--- config.mk ---
export PLATFORM = sky130hd
export DESIGN_NAME = stack_param
export DESIGN_NICKNAME = d
export VERILOG_FILES = /design/src/rtl/stack_pkg.sv /design/src/rtl/stack_regfile.sv /design/src/rtl/stack_param.sv
export SDC_FILE = /design/constraint.sdc
export NUM_CORES = 1
export LEC_CHECK = 0
export CORE_ASPECT_RATIO = 1.4
export CORE_UTILIZATION = 55
export DETAILED_ROUTE_END_ITERATION = 8
export GPL_TIMING_DRIVEN = 0
export PLACE_DENSITY = 0.81
export SYNTH_ARGS = -nofsm -noshare
export SYNTH_HDL_FRONTEND = slang
export SYNTH_SLANG_ARGS = --single-unit
export TNS_END_PERCENT = 10
--- constraint.sdc ---
create_clock -name CLK -period 5.25 [get_ports CLK]
set_clock_uncertainty 0.2 [all_clocks]
set_input_delay 1.575 -clock CLK [delete_from_list [all_inputs] [get_ports CLK]]
set_output_delay 1.575 -clock CLK [all_outputs]
set_load 0.01 [all_outputs]
--- src/rtl/stack_pkg.sv ---
// Shared types for the parametrised LIFO stack engine.
package stack_pkg;

  typedef enum logic [1:0] {
    CMD_NOP  = 2'b00,
    CMD_PUSH = 2'b01,
    CMD_POP  = 2'b10,
    CMD_GET  = 2'b11
  } stack_cmd_e;

  typedef enum logic {
    ST_INIT = 1'b0,
    ST_RUN  = 1'b1
  } stack_state_e;

endpackage

--- src/rtl/stack_regfile.sv ---
// DEPTH x DATA_W storage: one synchronous write port and
// one combinational read port. Contents are never reset.
module stack_regfile #(
  parameter int DATA_W = 4,
  parameter int DEPTH  = 5,
  parameter int IDX_W  = $clog2(DEPTH)
) (
  input  logic              clk,
  input  logic              we,
  input  logic [IDX_W-1:0]  waddr,
  input  logic [DATA_W-1:0] wdata,
  input  logic [IDX_W-1:0]  raddr,
  output logic [DATA_W-1:0] rdata
);

  localparam logic [IDX_W:0] DEPTH_X = (IDX_W+1)'(DEPTH);

  logic [DATA_W-1:0] mem_q [DEPTH];

  always_ff @(posedge clk) begin
    if (we) mem_q[waddr] <= wdata;
  end

  // Addresses beyond DEPTH only occur on rejected reads.
  assign rdata = ({1'b0, raddr} < DEPTH_X) ? mem_q[raddr] : '0;

endmodule

--- src/rtl/stack_param.sv ---
// Parametrised LIFO stack with valid/ready command handshake.
// Define WRAP_OVERWRITE_EN to make PUSH-when-full overwrite the oldest entry.
module stack_param
  import stack_pkg::*;
#(
  parameter int DATA_W = 4,
  parameter int DEPTH  = 5,
  parameter int IDX_W  = $clog2(DEPTH),
  parameter int CNT_W  = $clog2(DEPTH+1)
) (
  input  logic              CLK,
  input  logic              RESET,
  input  logic              CMD_VALID,
  output logic              CMD_READY,
  input  logic [1:0]        COMMAND,
  input  logic [IDX_W-1:0]  INDEX,
  input  logic [DATA_W-1:0] DIN,
  output logic [DATA_W-1:0] DOUT,
  output logic              DOUT_VALID,
  output logic [CNT_W-1:0]  COUNT,
  output logic              FULL,
  output logic              EMPTY,
  output logic              ERROR
);

  localparam int AW = CNT_W + 1;
  localparam logic [AW-1:0] DEPTH_A = AW'(DEPTH);
  localparam logic [CNT_W-1:0] DEPTH_C = CNT_W'(DEPTH);

  // Operands are each below DEPTH, so one subtraction wraps.
  function automatic logic [IDX_W-1:0] wrap_ptr(
    input logic [AW-1:0] s
  );
    logic [AW-1:0] t;
    t = (s >= DEPTH_A) ? s - DEPTH_A : s;
    return IDX_W'(t);
  endfunction

  stack_state_e state_q, state_d;
  logic cmd_ready;

  logic [CNT_W-1:0]  count_q, count_d;
  logic              full_q, full_d;
  logic              empty_q, empty_d;
  logic [DATA_W-1:0] dout_q, dout_d;
  logic              dout_valid_q, dout_valid_d;
  logic              error_q, error_d;

  stack_cmd_e        cmd;
  logic              acc;
  logic              we;
  logic [AW-1:0]     cnt_x, idx_x, bot_x, rel;
  logic [IDX_W-1:0]  raddr, waddr;
  logic [DATA_W-1:0] rdata;

`ifdef WRAP_OVERWRITE_EN
  logic [IDX_W-1:0] bot_q, bot_d;

  always_ff @(posedge CLK or posedge RESET) begin
    if (RESET) bot_q <= '0;
    else       bot_q <= bot_d;
  end

  assign bot_x = AW'(bot_q);
`else
  assign bot_x = '0;
`endif

  always_ff @(posedge CLK or posedge RESET) begin
    if (RESET) state_q <= ST_INIT;
    else       state_q <= state_d;
  end

  always_comb begin
    state_d = state_q;
    if (state_q == ST_INIT) state_d = ST_RUN;
  end

  always_comb begin
    cmd_ready = (state_q == ST_RUN);
  end

  assign cmd   = stack_cmd_e'(COMMAND);
  assign acc   = CMD_VALID && cmd_ready;
  assign cnt_x = AW'(count_q);
  assign idx_x = AW'(INDEX);

  always_comb begin
    rel = cnt_x - AW'(1);
    if (cmd == CMD_GET) rel = rel - idx_x;
    raddr = wrap_ptr(bot_x + rel);
    waddr = wrap_ptr(bot_x + cnt_x);
  end

  always_comb begin
    count_d      = count_q;
    dout_d       = dout_q;
    dout_valid_d = 1'b0;
    error_d      = 1'b0;
    we           = 1'b0;
`ifdef WRAP_OVERWRITE_EN
    bot_d        = bot_q;
`endif
    if (acc) begin
      unique case (cmd)
        CMD_NOP: ;
        CMD_PUSH: begin
          if (!full_q) begin
            we      = 1'b1;
            count_d = count_q + 1'b1;
          end else begin
`ifdef WRAP_OVERWRITE_EN
            we    = 1'b1;
            bot_d = wrap_ptr(bot_x + AW'(1));
`else
            error_d = 1'b1;
`endif
          end
        end
        CMD_POP: begin
          if (!empty_q) begin
            dout_d       = rdata;
            dout_valid_d = 1'b1;
            count_d      = count_q - 1'b1;
          end else begin
            error_d = 1'b1;
          end
        end
        CMD_GET: begin
          if (idx_x < cnt_x) begin
            dout_d       = rdata;
            dout_valid_d = 1'b1;
          end else begin
            error_d = 1'b1;
          end
        end
      endcase
    end
    full_d  = (count_d == DEPTH_C);
    empty_d = (count_d == '0);
  end

  always_ff @(posedge CLK or posedge RESET) begin
    if (RESET) begin
      count_q      <= '0;
      full_q       <= 1'b0;
      empty_q      <= 1'b1;
      dout_q       <= '0;
      dout_valid_q <= 1'b0;
      error_q      <= 1'b0;
    end else begin
      count_q      <= count_d;
      full_q       <= full_d;
      empty_q      <= empty_d;
      dout_q       <= dout_d;
      dout_valid_q <= dout_valid_d;
      error_q      <= error_d;
    end
  end

  stack_regfile #(
    .DATA_W (DATA_W),
    .DEPTH  (DEPTH),
    .IDX_W  (IDX_W)
  ) u_regfile (
    .clk   (CLK),
    .we    (we),
    .waddr (waddr),
    .wdata (DIN),
    .raddr (raddr),
    .rdata (rdata)
  );

  assign CMD_READY  = cmd_ready;
  assign DOUT       = dout_q;
  assign DOUT_VALID = dout_valid_q;
  assign COUNT      = count_q;
  assign FULL       = full_q;
  assign EMPTY      = empty_q;
  assign ERROR      = error_q;

endmodule

==> flow_summary.yaml, run 1 <==
logic_synthesis:
  syn_area_per_cell_um2: 12.0
  synth_ff_type: "edfxtp_1"
  netlist_area_mm2: 0.00204
  ys_top_cells_by_area: "edfxtp_1 29%, dfrtp_1 13%, ha_1 9.2%"
  postSynthCellCount: 171
  yosysWarnings: 0
  synth-edff-count: 20
  synth_xor_area_share_pct: 2.51
  ys_seq_elements: 32
  synthAdderAreaFrac_pct: 10.2
  synth_fp_nets: 199
  seq_area_frac_synth_pct: 44.1
  synth.area.mux_share_pct: 13.8
  synth_compound_area_share_pct: 10.9
  synthArstFlopShare_pct: 37.5
  synth_top_area_share_pct: 29.4
  synth-simple-area-share_pct: 12.3
  synth_top_family_by_area: "multiplexers"
  ys_types: 51
  synth.largest_area_cell: "edfxtp_1"
floorplanning:
  io_pins: 24
  die_x_um: 53.5
  start_util_pct: 58.9
  core_area_mm2: 0.00347
  die_y_um: 74.1
  row_count: 25
  die-area_mm2: 0.00397
cells_and_area:
  syn2layout_area_growth_pct: 18.2
  finalNonFillerCells: 242
  post-route-util_pct: 69.6
  antenna_cells: 0
  fill_cells: 238
  final_nets: 229
  final_common_cell: "clkdlybuf4s50_1"
  layout_common_cells: "23 x clkdlybuf4s50_1, 20 x edfxtp_1, 17 x inv_1, 17 x mux2i_1, 15 x ha_1"
  drive_above_1_share_pct: 14.9
clocking:
  clk_latency_ps: 280
  hold_buffers: 0
  clkSlewWorstSetupHoldPaths_ps: 70
  cts_sinks: 32
  root_buffer: "clkbuf_8"
  cts_tree: "built"
  cts_setup_buffers: 0
  cts_max_path_buffers: 2
  cts_resized: 0
  cts_made_buffers: 5
  cts-htree-levels: 2
routing:
  ant_nets: 0
  drt_wl_total_um: 3900
  vias: 1396
  drc: 0
  wl_per_cell_um: 16.1
  drt_iter0_drc: 53
  viasPerCell: 5.77
  drt_pass1_iterations: 4
global_route:
  grt_max_degree: 13
  grt-ovfl-total: 0
  grt_usage_pct: 22.3
  antenna_found_initial: 0
  grt_pass1_wl_um: 6340
  first_global_vias: 1386
worst_setup_path:
  crit_type: "input pin to flip-flop"
  cp-start-kind: "input pin"
  required_ps: 5210
  endpoint_kind: "flip-flop"
  critPathMaxFanout: 8
  worstPathArrival_ps: 4900
  rrSetupSlack_ps: 1030
timing:
  setup_viol: 0
  finalCritPeriodShare_pct: 94.0
  max_freq_mhz: 203
  drv_slew: 0
  rsz0062_at_grt: "false"
  min_period_ps: 4940
  hold_viol_final: 0
  fin_setup_tns_ps: 0
min_path:
  hp-class: "flip-flop to flip-flop"
flow_run:
  max_cap_violations: 0
run_status:
  outcome: "finished, final reports clean"
placed_design:
  finalWeightedCongestion: 0.881
  dp_hpwl_um: 3040
  placed_cells: 234
  port_buffers: 23
power:
  power_w: 0.00138
  power_density_mw_per_mm2: 571
  peakVddDrop_mv: 0.448
  leakagePower_nw: 1.03
-- cells in the mapped netlist (2+ instances only) --
library cell,instances
mux2_2,2
and2_1,2
o32ai_1,2
nand3_1,2
xnor2_1,2
nor2b_1,2
a21oi_1,4
dfrtp_1,11
mux4_1,2
o31ai_1,2
inv_1,17
ha_1,15
nand2_1,7
edfxtp_1,20
buf_6,4
nor2_1,13
a221o_1,4
o21ai_0,7
nand2b_1,3
nand3b_1,2
mux2i_1,17
xor2_1,2
-- cell type report --
type,instances,area (um2),area share [%]
multi-input combinational,116,1020,42.2
sequential,32,902,37.3
timing repair buffer,23,230,9.52
inverter,18,72.6,3.00
clock buffer,5,68.8,2.85
buffer,5,50.0,2.07
tap,40,50.0,2.07
clock inverter,3,23.8,0.983
-- per-stage QoR --
step / hold WS [ps] / cell area [um2] / setup WS, ps
2_1_floorplan: 255 / 2040 / 716
3_3_place_gp: 262 / 2320 / 52.6
3_5_place_dp: 277 / 2320 / 14.5
4_1_cts: 292 / 2420 / 304
5_1_grt: 316 / 2420 / 135
6_report: 288 / 2420 / 313
-- metal layers --
layer | track usage, % | vias to the layer above | share of wire (%)
met5 | 0 | - | 0
li1 | - | 672 | -
met4 | 2.63 | 0 | 0.26
met3 | 4.29 | 2 | 3.1
met2 | 42.6 | 40 | 57
met1 | 25.5 | 682 | 40
-- kinds of logic (layout without fill, tap and decap cells) --
family                     after synthesis  count (layout)
adders and majority gates               16              16
and+or+nand+nor                         42              42
other                                    1               1
xor gates and xnor gates                 5               5
DFF                                     32              32
buffers and inverters                   23              54
AOI/OAI and AO/OA                       29              29
muxes                                   23              23
-- power by group --
group | total (W) | internal [W] | switching [W]
clock network | 0.000189 | 0.0000937 | 0.0000955
registers | 0.000342 | 0.000306 | 0.0000356
logic | 0.000849 | 0.000411 | 0.000438
-- registers in the layout, indices dropped and copies added, names as in the netlist --
name / count
u_regfile.mem_q: 20
EMPTY: 1
DOUT: 4
CMD_READY: 1
ERROR: 1
DOUT_VALID: 1
COUNT: 3
FULL: 1
-- worst max-delay path, cell delays in order --
cell	delay, ps
clkdlybuf4s50_1	480
ha_1	160
inv_1	60
fa_1	450
mux2_2	270
buf_2	200
inv_1	120
ha_1	180
or2b_1	260
a21oi_4	310
mux2i_1	370
o221ai_1	160
a221o_1	300
-- final timing paths --
kind / from / endpoint / cells past startpoint
setup / recovery: INDEX[0] / DOUT[2] / 13
hold / removal: u_regfile.mem_q[4][2] / DOUT[2] / 1
setup reg to reg: COUNT[0] / DOUT[2] / 14
hold reg to reg: u_regfile.mem_q[4][2] / DOUT[2] / 1
max in group asynchronous: RESET / EMPTY / 2
min in group asynchronous: RESET / COUNT[1] / 2
(Power assumes the default switching activity.)
==> run 2, diff against run 1 <==
ABC_CLOCK_PERIOD_IN_PS = 5250   (was unset)
==> results of run 2 <==
Final layout, timing and power as in run 1 (identical DEF).
==> run 3, diff against run 2 <==
CORE_MARGIN = 5   (was unset)
CTS_CLUSTER_DIAMETER = 50   (was unset)
==> flow_summary.yaml, run 3 (synthesis gave the netlist of run 1 again) <==
run_status:
  outcome: "finished, final reports clean"
routing:
  drt_iter0_drc: 66
  wl_met1_um: 1540
  dr_wl_met3_um: 132
  wl_per_cell_um: 17.2
  dr_wl_met2_um: 2420
  routed.top_layer: "met4"
  drt_pass1_iterations: 4
  drt_wl_total_um: 4200
  viasPerCell: 5.64
  ant_nets: 0
  vias: 1375
  drc: 0
placed_design:
  dpl-instance-area_mm2: 0.00233
  port_buffers: 23
  finalWeightedCongestion: 0.810
  dp_hpwl_um: 3340
cells_and_area:
  syn2layout_area_growth_pct: 19.3
  antenna_cells: 0
  final_common_cell: "clkdlybuf4s50_1"
  post-route-util_pct: 67.5
  largest_reg_flops: 20
  final_nets: 229
  fin_area_mm2: 0.00244
  top_register: "u_regfile.mem_q"
  fill_cells: 268
  drive_above_1_share_pct: 14.9
  layout_common_cells: "23 x clkdlybuf4s50_1, 20 x edfxtp_1, 17 x inv_1, 17 x mux2i_1, 15 x ha_1"
clocking:
  cts-htree-levels: 2
  root_buffer: "clkbuf_8"
  cts_setup_buffers: 0
  clk_latency_ps: 280
  clkSlewWorstSetupHoldPaths_ps: 70
  cts_max_path_buffers: 2
  cts_tree: "built"
  hold_buffers: 0
  cts_made_buffers: 5
  cts_resized: 0
  cts_sinks: 32
worst_setup_path:
  required_ps: 5220
  worstPathArrival_ps: 5090
  crit_type: "input pin to flip-flop"
  crit_chain: "clkdlybuf4s50_1 -> ha_1 -> inv_1 -> fa_1 -> mux2_2 -> buf_2 -> inv_1 -> ha_1 -> or2b_1 -> a21oi_4 -> mux2i_1 -> o221ai_1 -> a221o_1"
  endpoint_kind: "flip-flop"
  cp-start-kind: "input pin"
  slowest_delay_ps: 490
  cpMaxStageDelayCell: "clkdlybuf4s50_1"
  critPathMaxFanout: 8
power:
  leakagePower_nw: 1.04
  peakVddDrop_mv: 0.512
  power_density_mw_per_mm2: 591
global_route:
  grt_max_degree: 13
  grt_usage_pct: 19.0
  grt_pass1_wl_um: 6940
  antenna_found_initial: 0
  grt-ovfl-total: 0
  first_global_vias: 1476
floorplanning:
  die_x_um: 61.5
  die_y_um: 82.1
  io_pins: 24
  die-area_mm2: 0.00505
  start_util_pct: 56.6
  core_area_mm2: 0.00361
  row_count: 26
flow_run:
  max_cap_violations: 0
timing:
  finalCritPeriodShare_pct: 97.4
  drv_slew: 0
  rsz0062_at_grt: "false"
  hold_viol_final: 0
  max_freq_mhz: 195
  min_period_ps: 5120
  setup_viol: 0
min_path:
  hp-class: "flip-flop to flip-flop"
## run 3: cell count changes in the layout (fill, tap and decap cells not counted), sizes merged
cell      change
bufinv        +1
clkinvlp      -1
## run 3: layout make-up
type                    count  area (um2)  share of cell area [%]
multi-input cells         116        1020                    41.8
flip-flops and latches     32         902                    37.0
repair buffers             23         230                    9.44
inverters                  18        72.6                    2.98
clock buffers               5        68.8                    2.82
well taps                  42        52.6                    2.15
plain buffers               5        50.0                    2.05
clock inverters             3        42.5                    1.74
## run 3: per-layer routing
| layer | GRT usage (%) | vias up |
|---|---|---|
| li1 | - | 677 |
| met1 | 19.6 | 663 |
| met2 | 35.1 | 25 |
| met3 | 4.82 | 10 |
| met4 | 8.07 | 0 |
| met5 | 0 | - |
## run 3: final timing paths
path	start	end	slack (ps)	cells after the start
setup / recovery	INDEX[0]	DOUT[2]	130	13
hold / removal	u_regfile.mem_q[4][1]	DOUT[1]	290	1
setup reg to reg	COUNT[0]	DOUT[2]	900	14
hold reg to reg	u_regfile.mem_q[4][1]	DOUT[1]	290	1
max in group asynchronous	RESET	EMPTY	3100	2
min in group asynchronous	RESET	CMD_READY	1400	2
## run 3: critical path, delay by kind of cell
family                     cells  cell delay [ps]
and+or+nand+nor                1              270
adders and majority gates      3              800
buffers and inverters          4              860
AOI/OAI and AO/OA              3              860
muxes                          2              730
## run 3: power breakdown
part / total [W] / internal, W / leakage [nW] / switching (W)
clock: 0.000232 / 0.000140 / 0.0541 / 0.0000913
combinational: 0.000872 / 0.000412 / 0.652 / 0.000459
sequential: 0.000339 / 0.000306 / 0.333 / 0.0000326
total: 0.00144 / 0.000859 / 1.04 / 0.000583
## run 3: through the flow
step	std cells	hold WS [ps]	setup TNS (ps)	setup WS [ps]	total power (W)
2_1_floorplan	171	255	0	716	0.000989
3_3_place_gp	236	270	-57.7	-57.7	0.00117
3_5_place_dp	236	277	-202	-172	0.00121
4_1_cts	244	294	0	136	0.00145
5_1_grt	244	313	0	9.48	0.00155
6_report	244	288	0	134	0.00144
